===== config.mk =====
export PLATFORM = sky130hd
export DESIGN_NAME = bf_weight_ctrl_flat
export DESIGN_NICKNAME = d
export VERILOG_FILES = /design/src/rtl/bf_weight_ctrl_if.sv /design/src/rtl/bf_weight_ctrl.sv /design/src/flat_wrapper.sv
export SDC_FILE = /design/constraint.sdc
export NUM_CORES = 1
export LEC_CHECK = 0
export CORE_MARGIN = 1
export CORE_UTILIZATION = 45
export DETAILED_ROUTE_END_ITERATION = 12
export GPL_ROUTABILITY_DRIVEN = 0
export PLACE_DENSITY = 0.81
export SLEW_MARGIN = 20
export SYNTH_ARGS = -nofsm -noshare
export SYNTH_HDL_FRONTEND = slang
export SYNTH_SLANG_ARGS = --single-unit

===== constraint.sdc =====
create_clock -name clock -period 5.7 [get_ports clock]
set_input_delay 1.14 -clock clock [delete_from_list [all_inputs] [get_ports clock]]
set_output_delay 1.14 -clock clock [all_outputs]
set_load 0.01 [all_outputs]

===== src/rtl/bf_weight_ctrl_if.sv =====
// -----------------------------------------------------------------------------
// bf_weight_ctrl_if
// Host-side bus of the beamformer weight controller: the valid/ready weight
// write port, the commit request, the LO frame tick and the commit status.
//   master : the host / register block (drives writes, commit_req, frame_tick)
//   slave  : bf_weight_ctrl (drives wr_ready and the commit status flags)
// Parameters: CH_AW channel address width, W_W weight width.
// -----------------------------------------------------------------------------
interface bf_weight_ctrl_if #(
  parameter int CH_AW = 3,
  parameter int W_W   = 5
);
  logic             wr_valid;
  logic             wr_ready;
  logic [CH_AW+1:0] wr_addr;
  logic [W_W-1:0]   wr_data;
  logic             commit_req;
  logic             frame_tick;
  logic             commit_done;
  logic             commit_err;
  logic             weights_valid;

  modport master (
    output wr_valid, wr_addr, wr_data, commit_req, frame_tick,
    input  wr_ready, commit_done, commit_err, weights_valid
  );

  modport slave (
    input  wr_valid, wr_addr, wr_data, commit_req, frame_tick,
    output wr_ready, commit_done, commit_err, weights_valid
  );
endinterface


===== src/rtl/bf_weight_ctrl.sv =====
// -----------------------------------------------------------------------------
// bf_weight_ctrl
// Double-buffered weight store for the 8-channel, 2-beam beamformer. The host
// writes single 5-bit weights into a shadow bank; a commit request copies the
// whole shadow bank into the active bank on the next LO frame tick, so the
// phase shifters always see a complete, consistent weight set.
//
// Ports:
//   clock, reset        system clock, synchronous active-high reset
//   bus (slave)         write port, commit_req, frame_tick, commit status
//   rd_addr, rd_data    shadow readback (only with BF_WEIGHT_READBACK_EN)
//   w_cos_1_o .. w_sin_2_o  active weights, channel i at [i*W_W +: W_W]
//
// Optional feature macro: BF_WEIGHT_READBACK_EN (registered shadow readback).
//
// Bank indexing: the write address {beam, sin, ch} is used directly as the
// bank index, so entries 0..N_CH-1 are cos1, then sin1, cos2, sin2.
// -----------------------------------------------------------------------------
module bf_weight_ctrl #(
  parameter int N_CH    = 8,
  parameter int CH_AW   = 3,
  parameter int W_W     = 5,
  parameter int TIMEOUT = 16
) (
  input  logic                  clock,
  input  logic                  reset,
  bf_weight_ctrl_if.slave       bus,
`ifdef BF_WEIGHT_READBACK_EN
  input  logic [CH_AW+1:0]      rd_addr,
  output logic [W_W-1:0]        rd_data,
`endif
  output logic [N_CH*W_W-1:0]   w_cos_1_o,
  output logic [N_CH*W_W-1:0]   w_sin_1_o,
  output logic [N_CH*W_W-1:0]   w_cos_2_o,
  output logic [N_CH*W_W-1:0]   w_sin_2_o
);

  localparam int N_ENT = 4 * N_CH;
  localparam int CNT_W = (TIMEOUT > 2) ? $clog2(TIMEOUT) : 1;
  localparam logic [CNT_W-1:0] CNT_LAST = CNT_W'(TIMEOUT - 1);
  localparam logic [CNT_W-1:0] CNT_ONE  = CNT_W'(1);

  typedef enum logic [1:0] {
    ST_IDLE    = 2'd0,
    ST_PENDING = 2'd1,
    ST_DONE    = 2'd2
  } state_e;

  state_e           state_q, state_d;
  logic [CNT_W-1:0] cnt_q, cnt_d;
  logic             wr_ready_q;
  logic             commit_done_q;
  logic             commit_err_q;
  logic             weights_valid_q;
  logic             swap_s;
  logic             timeout_s;
  logic             wr_fire_s;

  logic [W_W-1:0]   shadow_q [N_ENT];
  logic [W_W-1:0]   active_q [N_ENT];

  // wr_ready_q is high exactly when the FSM is in IDLE
  assign wr_fire_s = bus.wr_valid & wr_ready_q;

  // Commit FSM next state: frame_tick has priority over the timeout
  always_comb begin
    state_d   = state_q;
    cnt_d     = cnt_q;
    swap_s    = 1'b0;
    timeout_s = 1'b0;
    case (state_q)
      ST_IDLE: begin
        cnt_d = {CNT_W{1'b0}};
        // a frame_tick in this same cycle is deliberately ignored
        if (bus.commit_req) begin
          state_d = ST_PENDING;
        end else begin
          state_d = ST_IDLE;
        end
      end
      ST_PENDING: begin
        cnt_d = cnt_q + CNT_ONE;
        if (bus.frame_tick) begin
          swap_s  = 1'b1;
          state_d = ST_DONE;
        end else if (cnt_q == CNT_LAST) begin
          timeout_s = 1'b1;
          state_d   = ST_IDLE;
        end else begin
          state_d = ST_PENDING;
        end
      end
      ST_DONE: begin
        state_d = ST_IDLE;
      end
      default: begin
        state_d = ST_IDLE;
        cnt_d   = {CNT_W{1'b0}};
      end
    endcase
  end

  // FSM state, timeout counter and registered status outputs
  always_ff @(posedge clock) begin
    if (reset) begin
      state_q         <= ST_IDLE;
      cnt_q           <= {CNT_W{1'b0}};
      wr_ready_q      <= 1'b1;
      commit_done_q   <= 1'b0;
      commit_err_q    <= 1'b0;
      weights_valid_q <= 1'b0;
    end else begin
      state_q         <= state_d;
      cnt_q           <= cnt_d;
      wr_ready_q      <= (state_d == ST_IDLE);
      commit_done_q   <= (state_d == ST_DONE);
      commit_err_q    <= timeout_s;
      weights_valid_q <= weights_valid_q | swap_s;
    end
  end

  // Shadow bank: single-entry host writes
  always_ff @(posedge clock) begin
    if (reset) begin
      for (int i = 0; i < N_ENT; i++) begin
        shadow_q[i] <= {W_W{1'b0}};
      end
    end else if (wr_fire_s) begin
      shadow_q[bus.wr_addr] <= bus.wr_data;
    end
  end

  // Active bank: whole-bank copy from shadow on a committed frame tick
  always_ff @(posedge clock) begin
    if (reset) begin
      for (int i = 0; i < N_ENT; i++) begin
        active_q[i] <= {W_W{1'b0}};
      end
    end else if (swap_s) begin
      for (int i = 0; i < N_ENT; i++) begin
        active_q[i] <= shadow_q[i];
      end
    end
  end

`ifdef BF_WEIGHT_READBACK_EN
  logic [W_W-1:0] rd_data_q;

  // Registered shadow readback; a same-cycle write shows up one read later
  always_ff @(posedge clock) begin
    if (reset) begin
      rd_data_q <= {W_W{1'b0}};
    end else begin
      rd_data_q <= shadow_q[rd_addr];
    end
  end

  assign rd_data = rd_data_q;
`endif

  assign bus.wr_ready      = wr_ready_q;
  assign bus.commit_done   = commit_done_q;
  assign bus.commit_err    = commit_err_q;
  assign bus.weights_valid = weights_valid_q;

  for (genvar g = 0; g < N_CH; g++) begin : g_out
    assign w_cos_1_o[g*W_W +: W_W] = active_q[g];
    assign w_sin_1_o[g*W_W +: W_W] = active_q[N_CH + g];
    assign w_cos_2_o[g*W_W +: W_W] = active_q[2*N_CH + g];
    assign w_sin_2_o[g*W_W +: W_W] = active_q[3*N_CH + g];
  end

endmodule


===== src/flat_wrapper.sv =====
// flat-port wrapper written by rule: the top's interface ports become plain ports
module bf_weight_ctrl_flat 
#(
  parameter int N_CH    = 8,
  parameter int CH_AW   = 3,
  parameter int W_W     = 5,
  parameter int TIMEOUT = 16
)
  (clock, reset, w_cos_1_o, w_sin_1_o, w_cos_2_o, w_sin_2_o, bus_wr_valid, bus_wr_addr, bus_wr_data, bus_commit_req, bus_frame_tick, bus_wr_ready, bus_commit_done, bus_commit_err, bus_weights_valid);
  bf_weight_ctrl_if #(.CH_AW(CH_AW), .W_W(W_W)) bus_i ();
  input  logic clock;
  input  logic reset;
  output logic [N_CH*W_W-1:0] w_cos_1_o;
  output logic [N_CH*W_W-1:0] w_sin_1_o;
  output logic [N_CH*W_W-1:0] w_cos_2_o;
  output logic [N_CH*W_W-1:0] w_sin_2_o;
  input wire logic [$bits(bus_i.wr_valid)-1:0] bus_wr_valid;
  input wire logic [$bits(bus_i.wr_addr)-1:0] bus_wr_addr;
  input wire logic [$bits(bus_i.wr_data)-1:0] bus_wr_data;
  input wire logic [$bits(bus_i.commit_req)-1:0] bus_commit_req;
  input wire logic [$bits(bus_i.frame_tick)-1:0] bus_frame_tick;
  output wire logic [$bits(bus_i.wr_ready)-1:0] bus_wr_ready;
  output wire logic [$bits(bus_i.commit_done)-1:0] bus_commit_done;
  output wire logic [$bits(bus_i.commit_err)-1:0] bus_commit_err;
  output wire logic [$bits(bus_i.weights_valid)-1:0] bus_weights_valid;
  assign bus_i.wr_valid = bus_wr_valid;
  assign bus_i.wr_addr = bus_wr_addr;
  assign bus_i.wr_data = bus_wr_data;
  assign bus_i.commit_req = bus_commit_req;
  assign bus_i.frame_tick = bus_frame_tick;
  assign bus_wr_ready = bus_i.wr_ready;
  assign bus_commit_done = bus_i.commit_done;
  assign bus_commit_err = bus_i.commit_err;
  assign bus_weights_valid = bus_i.weights_valid;
  bf_weight_ctrl #(.N_CH(N_CH), .CH_AW(CH_AW), .W_W(W_W), .TIMEOUT(TIMEOUT)) u_core (.clock(clock), .reset(reset), .bus(bus_i), .w_cos_1_o(w_cos_1_o), .w_sin_1_o(w_sin_1_o), .w_cos_2_o(w_cos_2_o), .w_sin_2_o(w_sin_2_o));
endmodule

==> results.md, run 1 <==
- Worst-skew pair later-pin latency: 0.55 ns
- Maxcap violations: 0
- Hold_buf cts: 0
- Cts bufs inserted: 30
- Antenna violations before repair: 2
- Seq pwr share: 54.4%
- LEAKAGE: roughly 5.4 nW
- Share of cells above drive strength 1: ~6.1%
- Net count after synthesis: ~860
- Worst path slowest cell: o31ai_1
- Hold crit path type: flip-flop to flip-flop
- Antenna fix cells: 0
- Tmin final: between 3 and 4 ns
- Root buffer cell: clkbuf_16
- Clk pin slew, worst setup/hold paths: 0.07 ns
- Post-CTS Setup Bufs: 0
- Hold Path Cell Cnt: 1
- DP HPWL: 17800 um
- DRT iter0 DRCs: 593
- H-tree depth: 1
- Vias: 7153
- Drt pass-1 iters: 5
- Synth cell types: 37
- Status: completed
- Post-CTS resize count: 0
- Setup Skew: around 0.011 ns
- Cell count after synthesis: 843
- Post-route DRC: 0
- Clock share of power: 38.9%
- Largest fanout on the critical path: 93
- FF-to-FF Start: u_core.state_q[0]
- Total power draw: 5.17 mW
- Number of global-route vias before repair: 7100
- CP Cell Sequence: buf_2 > buf_4 > and3b_1 > nand3_1 > o31ai_1
- Worst-case hold path end point: u_core.bus.weights_valid
- Antenna-violating nets left: 0
- Max Slew Vio Count: 0
- Max clock buf depth: 3
- Synth Area per Inst: around 15 sq um
- Total GRT Usage: between 10% and 20%
- Stages on the worst setup path: 5
- Cell internal pwr: 4.09 mW
- Synth Warn #: 0
- Delay-heaviest family, CP: compound AO/OA/AOI/OAI gates
- Die area: around 28000 sq um
- RSZ-0062 raised after global routing: false
- Die width: 169 um
- Combinational share of power: 6.7%
- Clk sinks: 330
- DIE HEIGHT: 169 um
- Worst relative slew slack: 27.3%
- Reg2reg end: u_core.active_q[12][4]
- Yosys reg bits: 330
- Seq/Total Area, Yosys: 78.4%
- Post-synth EDFFs: 320
- CP Data Arrival Time: 3.27 ns
- CP Data Required Time: 5.86 ns
- Largest net degree at the start of global routing: 94
- CP peak stage delay: approximately 0.9 ns
- Switch share: 20.9%
- Crit end category: flip-flop
- Part of the cycle the worst path needs: between 50% and 60%
- Core Region: 27100 sq um
- I/O pins: 179
- WL final: 26200 um
- Worst Max-Slew Pin Slew: between 1 and 1.5 ns
- P_sw: approximately 1.1 mW
- Worst vdd ir: 0.262 mV
- WP buf/inv: 2
- Final worst slack: between 2 and 3 ns
- Cell Rows: 60
- Post-DR wirelength/cell: 18.6 um
- Area delta synth->final: 24.1%
- Final hold slack: 0.461 ns
- Ys async rst share: 0%
- Pre-CTS WS: 2.09 ns
- First-pass GRT wire length: 39700 um
- CP Class: input pin to flip-flop
- R2R cell count: 4
- Initial core utilization: between 40 and 50%
- Startpoint Class: input pin
- Setup tns final: 0 ns
- Number of vias per cell: 5.09
- CTS tree: built
- IO buf count: approximately 180
- Nets@finish: 1026
- Max Clk Rate: between 0.3 and 0.4 GHz
- Final Setup Violations: 0
- Power density cells: 333 nW/um^2
- Synth Flop Type: edfxtp_1
- Mapped cell area: 12500 sq um
- Reg2reg setup slack: between 3 and 4 ns
- Start point of the worst hold path: u_core.bus.weights_valid
- Final Hold Violating Endpoints: 0
- GRT overflow: 0
worst max path at each step:
| stage | startpoint | endpoint |
|---|---|---|
| 2_1_floorplan | reset | u_core.active_q[0][0] |
| 3_3_place_gp | reset | u_core.shadow_q[8][3] |
| 3_5_place_dp | reset | u_core.shadow_q[18][0] |
| 4_1_cts | reset | u_core.shadow_q[18][0] |
| 5_1_grt | reset | u_core.shadow_q[26][1] |
| 6_report | reset | u_core.shadow_q[8][2] |
area by class of cell:
type / count / area [sq um]
flip-flops and latches: 330 / 9810
inverters: 5 / 18.8
fillers: 2035 / 11600
well taps: 372 / 465
repair buffers: 186 / 1840
multi-input cells: 457 / 2420
clock buffers: 32 / 779
clock inverters: 24 / 215
power by group through the flow:
stage	clock network [mW]	registers (mW)	logic (mW)
finish	2.01	2.81	0.345
global route	2.12	2.82	0.368
CTS	2.03	2.82	0.348
detailed placement	0	2.87	0.346
global placement	0	2.87	0.338
floorplan	0	2.90	0.119
per-stage QoR:
stage / area (sq um) / cells / util, %
after CTS: 15500 / 1406 / 57.3
final: 15500 / 1406 / 57.3
after global routing: 15500 / 1406 / 57.3
after detailed placement: 14500 / 1350 / 53.7
after floorplan: 12500 / 843 / -
after global placement: 14500 / 1350 / 53.7
flip-flops by register name, summed over array words and instances (netlist names):
register / cells
u_core.bus.commit_done: 1
u_core.cnt_q: 4
u_core.state_q: 2
u_core.bus.wr_ready: 1
u_core.bus.commit_err: 1
u_core.active_q: 160
u_core.bus.weights_valid: 1
u_core.shadow_q: 160
routing by layer:
| metal | GRT usage [%] | vias up | wire length (um) |
|---|---|---|---|
| met5 | 0 | - | 12 |
| met4 | 5.81 | 2 | 659 |
| met2 | 32.0 | 335 | 13200 |
| met1 | 23.7 | 3470 | 10400 |
| li1 | - | 3290 | - |
| met3 | 2.99 | 56 | 1980 |
cell families (layout without fill, tap and decap cells):
group | count (synthesis) | count (layout) | share of synthesized area (%)
compound gates | 39 | 39 | 2.04
fa+ha+maj | 1 | 1 | 0.0999
simple gates | 415 | 415 | 16.9
flops | 330 | 330 | 78.4
mux | 2 | 2 | 0.160
buf+inv | 56 | 247 | 2.45
Yosys cell counts (all sizes together), types with 4 or more instances:
| cell type | n | share of area, % |
|---|---|---|
| buf | 32 | 1.7 |
| nor2b | 81 | 4.1 |
| edfxtp | 320 | 77 |
| dfxtp | 10 | 1.6 |
| nand3b | 4 | 0.24 |
| nand2 | 32 | 0.96 |
| nor2 | 151 | 4.5 |
| o31ai | 4 | 0.24 |
| clkbuf | 19 | 0.58 |
| o21ai | 16 | 0.64 |
| a21o | 11 | 0.66 |
| inv | 5 | 0.15 |
| nor3 | 21 | 0.84 |
| and2 | 91 | 4.5 |
| nand3 | 22 | 0.88 |
cells in the final DEF, fill, tap and decap left out, types with 2 or more instances in the layout:
| master | instances |
|---|---|
| inv_1 | 5 |
| o21ai_0 | 16 |
| bufinv_16 | 4 |
| nand2b_1 | 3 |
| nor3_1 | 21 |
| nor2b_1 | 80 |
| a21o_1 | 11 |
| nand2_1 | 31 |
| clkinv_2 | 9 |
| nor2_1 | 151 |
| edfxtp_1 | 320 |
| a31o_2 | 3 |
| mux2i_1 | 2 |
| and2_1 | 91 |
| o31ai_1 | 4 |
| a31oi_1 | 2 |
| dfxtp_1 | 10 |
| clkinv_1 | 9 |
| clkdlybuf4s50_1 | 177 |
| nand3b_1 | 4 |
| clkbuf_16 | 31 |
| nand3_1 | 21 |
| buf_4 | 8 |
worst reg2reg max path: stages (launching register included):
cell and delay [ns]:
dfxtp_1 0.44, nor2b_4 0.29, nand2_1 0.12, nand2_4 0.68, buf_4 0.62
Note: power is estimated with default switching activity, not from simulation.
==> inputs of run 2 (changes only) <==
Settings changed: PLACE_DENSITY 0.81 to 0.78.
Clock period 5.7 ns to 3 ns, I/O delays scaled along.
==> run 2 against run 1 <==
  * Combinational power rose by 100%
  * Utilization is 0.74 points higher
  * Global-route usage is 0.30 points higher
  * First-iteration DRC count increased by 19%
  * Critical endpoint is now bus_wr_ready
==> results.md, run 2 (synthesized netlist as in run 1, its figures left out) <==
- Cell internal pwr: 7.54 mW (was 4.09 mW)
- Number of vias per cell: 5.07 (was 5.09)
- Max Clk Rate: 0.465 GHz
- CP Data Arrival Time: 1.55 ns (was 3.27 ns)
- Part of the cycle the worst path needs: 71.7%
- Antenna-violating nets left: 0 (unchanged)
- LEAKAGE: 5.55 nW (was 5.43 nW)
- Post-CTS resize count: 0 (unchanged)
- WL final: 26800 um (was 26200 um)
- CP Class: flip-flop to output pin (was input pin to flip-flop)
- CP Data Required Time: 2.40 ns (was 5.86 ns)
- Setup Skew: 0.00587 ns (was 0.0106 ns)
- Switch share: 21.3% (was 20.9%)
- Post-route DRC: 0 (unchanged)
- Max clock buf depth: 3 (unchanged)
- Stages on the worst setup path: 1 (was 5)
- Antenna violations before repair: 1 (was 2)
- Final Hold Violating Endpoints: 0 (unchanged)
- DIE HEIGHT: 169 um (unchanged)
- Clk pin slew, worst setup/hold paths: 0.06 ns (was 0.07 ns)
- Share of cells above drive strength 1: 8.18% (was 6.09%)
- Cts bufs inserted: 31 (was 30)
- Worst-case hold path end point: u_core.bus.weights_valid (unchanged)
- Tmin final: about 2.1 ns
- I/O pins: 179 (unchanged)
- Delay-heaviest family, CP: buffers and inverters (was compound AO/OA/AOI/OAI gates)
- WP buf/inv: 1 (was 2)
- Total power draw: 9.59 mW (was 5.17 mW)
- Crit path launch: u_core.bus.wr_ready (was reset)
- Final Setup Violations: 0 (unchanged)
- Total GRT Usage: 18.7% (was 18.4%)
- Largest fanout on the critical path: 4 (was 93)
- Seq pwr share: 55.8% (was 54.4%)
- Die area: 28500 sq um (unchanged)
- CP peak stage delay: 0.58 ns (was 0.91 ns)
- DRT iter0 DRCs: 708 (was 593)
- Hold Path Cell Cnt: 1 (unchanged)
- CTS tree: built (unchanged)
- Initial core utilization: 46.2% (unchanged)
- FF-to-FF Start: u_core.bus.wr_ready (was u_core.state_q[0])
- DP HPWL: 19000 um (was 17800 um)
- RSZ-0062 raised after global routing: false (unchanged)
- First-pass GRT wire length: 40400 um (was 39700 um)
- Setup tns final: 0 ns (unchanged)
- Vias: 7283 (was 7153)
- Die width: 169 um (unchanged)
- Largest net degree at the start of global routing: 93 (was 94)
- Crit end category: output pin (was flip-flop)
- Cell Rows: 60 (unchanged)
- Status: completed (unchanged)
- P_sw: 2.05 mW (was 1.08 mW)
- Core Region: 27100 sq um (unchanged)
- Worst vdd ir: 0.371 mV (was 0.262 mV)
- GRT overflow: 0 (unchanged)
- Area delta synth->final: 25.7% (was 24.1%)
- Nets@finish: 1057 (was 1026)
- Most common cell after layout, fill and taps aside: edfxtp_1 (unchanged)
- Biggest regs: u_core.active_q (160), u_core.shadow_q (160), u_core.cnt_q (4) (unchanged)
- FILL cells: 2038 (was 2035)
- Reg2reg setup slack: 1.05 ns (was 3.19 ns)
- Max Slew Vio Count: 0 (unchanged)
- Power density cells: 609 nW/um^2 (was 333 nW/um^2)
- H-tree depth: 1 (unchanged)
- Maxcap violations: 0 (unchanged)
- Hold crit path type: flip-flop to flip-flop (unchanged)
- Reg2reg end: u_core.shadow_q[18][3] (was u_core.active_q[12][4])
- Most frequent cells in the layout: edfxtp_1 (320), clkdlybuf4s50_1 (177), nor2_1 (151), and2_1 (91), nor2b_1 (80) (unchanged)
- Worst path slowest cell: clkdlybuf4s50_1 (was o31ai_1)
- Worst Max-Slew Pin Slew: 0.806 ns (was 1.08 ns)
- Post-DR wirelength/cell: 18.7 um (was 18.6 um)
- Start point of the worst hold path: u_core.bus.weights_valid (unchanged)
- Clock share of power: 37.0% (was 38.9%)
- Clk sinks: 330 (unchanged)
- Drt pass-1 iters: 6 (was 5)
- R2R cell count: 4 (unchanged)
- Root buffer cell: clkbuf_16 (unchanged)
- Worst relative slew slack: 46.2% (was 27.3%)
- CP Cell Sequence: clkdlybuf4s50_1 (was buf_2 > buf_4 > and3b_1 > nand3_1 > o31ai_1)
- Number of global-route vias before repair: 7156 (was 7100)
- Hold_buf cts: 0 (unchanged)
- Worst-skew pair later-pin latency: 0.54 ns (was 0.55 ns)
- Post-CTS Setup Bufs: 0 (unchanged)
- IO buf count: 178 (unchanged)
- Combinational share of power: 7.2% (was 6.7%)
- Startpoint Class: flip-flop (was input pin)
==> run 2: how the worst max path moves through the flow <==
stage	endpoint	slack (ns)
global route	u_core.shadow_q[23][1]	0.82
global placement	u_core.shadow_q[6][1]	0.55
CTS	bus_wr_ready	0.85
detailed placement	u_core.shadow_q[18][3]	0.42
floorplan	u_core.active_q[0][0]	0.59
finish	bus_wr_ready	0.85
==> run 2: cell type report <==
type / count / area, sq um / share of cell area, %
Sequential cell: 330 / 9810 / 62.3
Multi-Input combinational cell: 457 / 2420 / 15.4
Timing Repair Buffer: 216 / 2110 / 13.4
Clock buffer: 33 / 783 / 4.98
Tap cell: 372 / 465 / 2.96
Clock inverter: 23 / 126 / 0.803
Inverter: 5 / 18.8 / 0.119
Antenna cell: 1 / 2.50 / 0.0159
==> run 2: power groups by stage <==
stage	sequential [mW]	combinational [mW]	clock [mW]
floorplan	5.49	0.228	0
global placement	5.45	0.682	0
detailed placement	5.44	0.697	0
CTS	5.35	0.700	3.59
global route	5.36	0.739	3.76
finish	5.35	0.695	3.55
==> run 2: stage by stage <==
| step | hold slack (ns) | area (sq um) | setup slack [ns] | utilization (%) | cells |
|---|---|---|---|---|---|
| detailed placement | 0.444 | 14800 | 0.420 | 54.7 | 1380 |
| finish | 0.459 | 15700 | 0.850 | 58.1 | 1437 |
| global route | 0.490 | 15700 | 0.817 | 58.1 | 1437 |
| CTS | 0.465 | 15700 | 0.849 | 58.1 | 1436 |
| global placement | 0.443 | 14800 | 0.548 | 54.7 | 1380 |
| floorplan | 0.484 | 12500 | 0.590 | - | 843 |
==> run 2: per-layer routing <==
metal / track usage, % / vias to the layer above / wire (um)
met5: 0 / - / 0
met4: 5.57 / 0 / 561
met3: 3.69 / 45 / 2100
met2: 32.3 / 316 / 13500
met1: 24.0 / 3568 / 10600
li1: - / 3354 / -
==> inputs of run 3 (changes only) <==
Clock period 3 ns to 2.1 ns, I/O delays scaled along.
==> run 3 against run 2 <==
  * Sequential power up 43%
  * Sequential share of layout area down 1.5 points
  * Clock power increased by 43%
  * Routed wire length fell by 0.35%
  * Global-route usage about the same
  * Critical endpoint unchanged
  * Largest power group unchanged
==> results.md, run 3 (synthesized netlist as in run 1, its figures left out) <==
- Crit end category: output pin (unchanged)
- Register area: 9810 sq um (unchanged)
- Cells after DPL: 1426 (was 1380)
- WL final: 26700 um (was 26800 um)
- Max Clk Rate: between 0.5 and 0.6 GHz
- Hold_buf cts: 0 (unchanged)
- Setup tns final: 0 ns (unchanged)
- LEAKAGE: 5.79 nW (was 5.55 nW)
- Delay-heaviest family, CP: buffers and inverters (unchanged)
- Post-route DRC: 0 (unchanged)
- Worst relative slew slack: 48.8% (was 46.2%)
- Drt pass-1 iters: 5 (was 6)
- Status: completed (unchanged)
- Clk sinks: 330 (unchanged)
- I/O pins: 179 (unchanged)
- Share of cells above drive strength 1: 12.1% (was 8.18%)
- Biggest regs: u_core.active_q (160), u_core.shadow_q (160), u_core.cnt_q (4) (unchanged)
- Area delta synth->final: 28.8% (was 25.7%)
- Post-DR wirelength/cell: 18.1 um (was 18.7 um)
- RSZ-0062 raised after global routing: false (unchanged)
- Core Region: 27100 sq um (unchanged)
- Setup Skew: 0.0117 ns (was 0.00587 ns)
- First-pass GRT wire length: 40300 um (was 40400 um)
- Antenna-violating nets left: 0 (unchanged)
- Final worst slack: 0.146 ns (was 0.850 ns)
- Post-CTS Setup Bufs: 0 (unchanged)
- Stages on the worst setup path: 1 (unchanged)
- Final Hold Violating Endpoints: 0 (unchanged)
- Crit path launch: u_core.bus.wr_ready (unchanged)
- Largest fanout on the critical path: 4 (unchanged)
- Final hold slack: 0.357 ns (was 0.459 ns)
- Number of global-route vias before repair: 7305 (was 7156)
- Part of the cycle the worst path needs: 93.1%
- CP Data Arrival Time: 1.53 ns (was 1.55 ns)
- Final Setup Violations: 0 (unchanged)
- Largest net degree at the start of global routing: 74 (was 93)
- GRT overflow: 0 (unchanged)
- WP buf/inv: 1 (unchanged)
- FILL cells: 2000 (was 2038)
- Reg2reg setup slack: 0.39 ns (was 1.05 ns)
- Antenna fix cells: 0 (was 1)
- Total GRT Usage: 18.7% (about the same)
- Most frequent cells in the layout: edfxtp_1 (320), clkdlybuf4s50_1 (177), nor2_1 (151), and2_1 (91), nor2b_1 (80) (unchanged)
- Final core utilization: 59.5% (was 58.1%)
- CTS tree: built (unchanged)
- H-tree depth: 1 (unchanged)
- FF-to-FF Start: u_core.bus.wr_ready (unchanged)
- Pre-CTS WS: -0.0995 ns (was 0.420 ns)
- Maxcap violations: 0 (unchanged)
- Worst vdd ir: 0.622 mV (was 0.371 mV)
- CP Capture Point: bus_wr_ready (unchanged)
- IO buf count: 178 (unchanged)
- Antenna violations before repair: 0 (was 1)
- CP Cell Sequence: clkdlybuf4s50_1 (unchanged)
- DIE HEIGHT: 169 um (unchanged)
- Worst Max-Slew Pin Slew: 0.768 ns (was 0.806 ns)
- CP peak stage delay: 0.58 ns (about the same)
- Worst-skew pair later-pin latency: 0.55 ns (was 0.54 ns)
- Initial core utilization: 46.2% (unchanged)
- Clk pin slew, worst setup/hold paths: 0.06 ns (about the same)
- Max clock buf depth: 3 (unchanged)
- Post-CTS resize count: 0 (unchanged)
- DP HPWL: 19000 um (about the same)
- Total power draw: 13.8 mW (was 9.59 mW)
- CP Class: flip-flop to output pin (unchanged)
- Worst path slowest cell: clkdlybuf4s50_1 (unchanged)
- Placed Area: 15200 sq um (was 14800 sq um)
- Area occupied by multi-input gates: 2420 sq um (unchanged)
- Tmin final: 1.95 ns
- Cts bufs inserted: 31 (unchanged)
- Most common cell after layout, fill and taps aside: edfxtp_1 (unchanged)
- Die area: 28500 sq um (unchanged)
- R2R cell count: 5 (was 4)
- Post-route cell area: 16100 sq um (was 15700 sq um)
- Startpoint Class: flip-flop (unchanged)
- Max Slew Vio Count: 0 (unchanged)
- Die width: 169 um (unchanged)
- Hold crit path type: input pin to flip-flop (was flip-flop to flip-flop)
- Nets@finish: 1103 (was 1057)
- Power density cells: 854 nW/um^2 (was 609 nW/um^2)
- Root buffer cell: clkbuf_16 (unchanged)
- Number of vias per cell: 5.02 (was 5.07)
- Vias: 7421 (was 7283)
- Reg2reg end: u_core.shadow_q[18][3] (unchanged)
- DRT iter0 DRCs: 552 (was 708)
- Non-Filler Instances: 1479 (was 1437)
- CP Data Required Time: 1.68 ns (was 2.40 ns)
- Cell Rows: 60 (unchanged)
==> run 3: layout make-up <==
type / count / share of cell area (%)
clock inverter: 18 / 0.783
sequential: 330 / 60.8
inverter: 5 / 0.116
clock buffer: 35 / 4.90
multi-input combinational: 457 / 15.0
timing repair buffer: 262 / 15.5
tap: 372 / 2.89
==> run 3: worst register-to-register path, stage by stage (launching register included) <==
cell and delay, ns:
dfxtp_1 0.41, and3b_1 0.28, buf_4 0.15, nand3b_1 0.21
buf_4 0.28, nor3_1 0.21
==> run 3: per-layer routing <==
layer	GRT usage (%)	part of all wire (%)
met5	0	0
met4	5.06	1.7
met3	3.67	8.4
met2	32.6	50
met1	23.8	40
==> run 3: worst min path at each step <==
| stage | slack [ns] | endpoint | cells past startpoint | from |
|---|---|---|---|---|
| 6_report | 0.36 | u_core.cnt_q[3] | 3 | reset |
| 5_1_grt | 0.37 | u_core.cnt_q[3] | 3 | reset |
| 4_1_cts | 0.35 | u_core.cnt_q[1] | 3 | reset |
| 3_5_place_dp | 0.46 | u_core.bus.weights_valid | 1 | u_core.bus.weights_valid |
| 3_3_place_gp | 0.44 | u_core.bus.weights_valid | 1 | u_core.bus.weights_valid |
| 2_1_floorplan | 0.48 | u_core.cnt_q[2] | 2 | u_core.cnt_q[2] |
==> run 3: power by group <==
part / switching, mW / internal [mW]
Clock: 2.28 / 2.81
Combinational: 0.548 / 0.509
Sequential: 0.109 / 7.53
==> variant (config.mk and constraints of run 1) <==
`TIMEOUT` is set to 16 in 2 places; all go to 32.
--- a/src/rtl/bf_weight_ctrl.sv
+++ b/src/rtl/bf_weight_ctrl.sv
@@ -22,3 +22,3 @@
   parameter int W_W     = 5,
-  parameter int TIMEOUT = 16
+  parameter int TIMEOUT = 32
 ) (
--- a/src/flat_wrapper.sv
+++ b/src/flat_wrapper.sv
@@ -6,3 +6,3 @@
   parameter int W_W     = 5,
-  parameter int TIMEOUT = 16
+  parameter int TIMEOUT = 32
 )
Check against the original RTL: no difference found for any inputs over 4 cycles, from zero or initial values and one cycle with reset high; that may be too few to reach the edited logic, so the function may still have changed.
==> variant against run 1 <==
- sequential cell count grew 1
- synthesized cell count grew 0.36%
- clock power shrank 6%
- worst setup slack lost 0.038 ns
- wire length grew 3.2%
- first-iteration DRC count grew 48%
- synthesized area grew 0.34%
- final area shrank 0.25%
- total power shrank 2.3%
- critical path type unchanged
- largest cell class unchanged
- highest routed layer is now met4
==> variant: results <==
set metrics [dict create \
    final-nonclk-buf-share 0.118 \
    drt_iter0_drc 875 \
    wl_met2_um 13200 \
    relSlewSlack 0.292 \
    syn_inst 846 \
    routed_wl_um 27000 \
    status "finished clean" \
    fin_crit_sh 0.553 \
    seq_area_frac_synth 0.782 \
    nFillCells 2087 \
    hpwlAfterDp_um 18000 \
    met3_usage 0.0383 \
    antennaDiodeCount 5 \
    r2r_slack_ns 3.21 \
    antenna_found_initial 5 \
    synthTopCellsByArea "edfxtp_1 (76%), and2_1 (4.5%), nor2_1 (4.5%), nor2b_1 (3.9%), dfxtp_1 (1.8%)" \
    num-nonclk-buffers 184 \
    vdd_drop_max_mv 0.216 \
    synthDistinctLibCells 41 \
    power_leakage_uw 0.00540 \
    dp_worst_setup_slack_ns 2.02 \
    comb.multi_input.count 458 \
    placed_area_sq_um 14600 \
    grt_pass1_vias 7104 \
    reg_top3 "u_core.active_q x160, u_core.shadow_q x160, u_core.cnt_q x5" \
    p_seq_frac 0.559 \
    synthesis.nets 863 \
    r2r-end "u_core.active_q[6][3]" \
]
variant: logic make-up after synthesis:
family / share of synthesized area
and+or+nand+nor: 0.169
buffers and inverters: 0.0254
DFF: 0.782
muxes: 0.000797
AOI/OAI and AO/OA: 0.0201
adders and majority gates: 0.00199
variant: how the worst max path moves through the flow:
stage	endpoint	from
floorplan	u_core.active_q[0][0]	reset
global placement	u_core.shadow_q[14][0]	reset
detailed placement	u_core.shadow_q[14][2]	reset
CTS	u_core.shadow_q[2][3]	reset
global route	u_core.shadow_q[2][3]	reset
finish	u_core.shadow_q[14][2]	reset
variant: metrics by stage:
step | hold WS, ns | total power, uW
4_1_cts | 0.463 | 5080
6_report | 0.460 | 5060
5_1_grt | 0.498 | 5190
3_5_place_dp | 0.447 | 3220
2_1_floorplan | 0.466 | 3030
3_3_place_gp | 0.453 | 3210
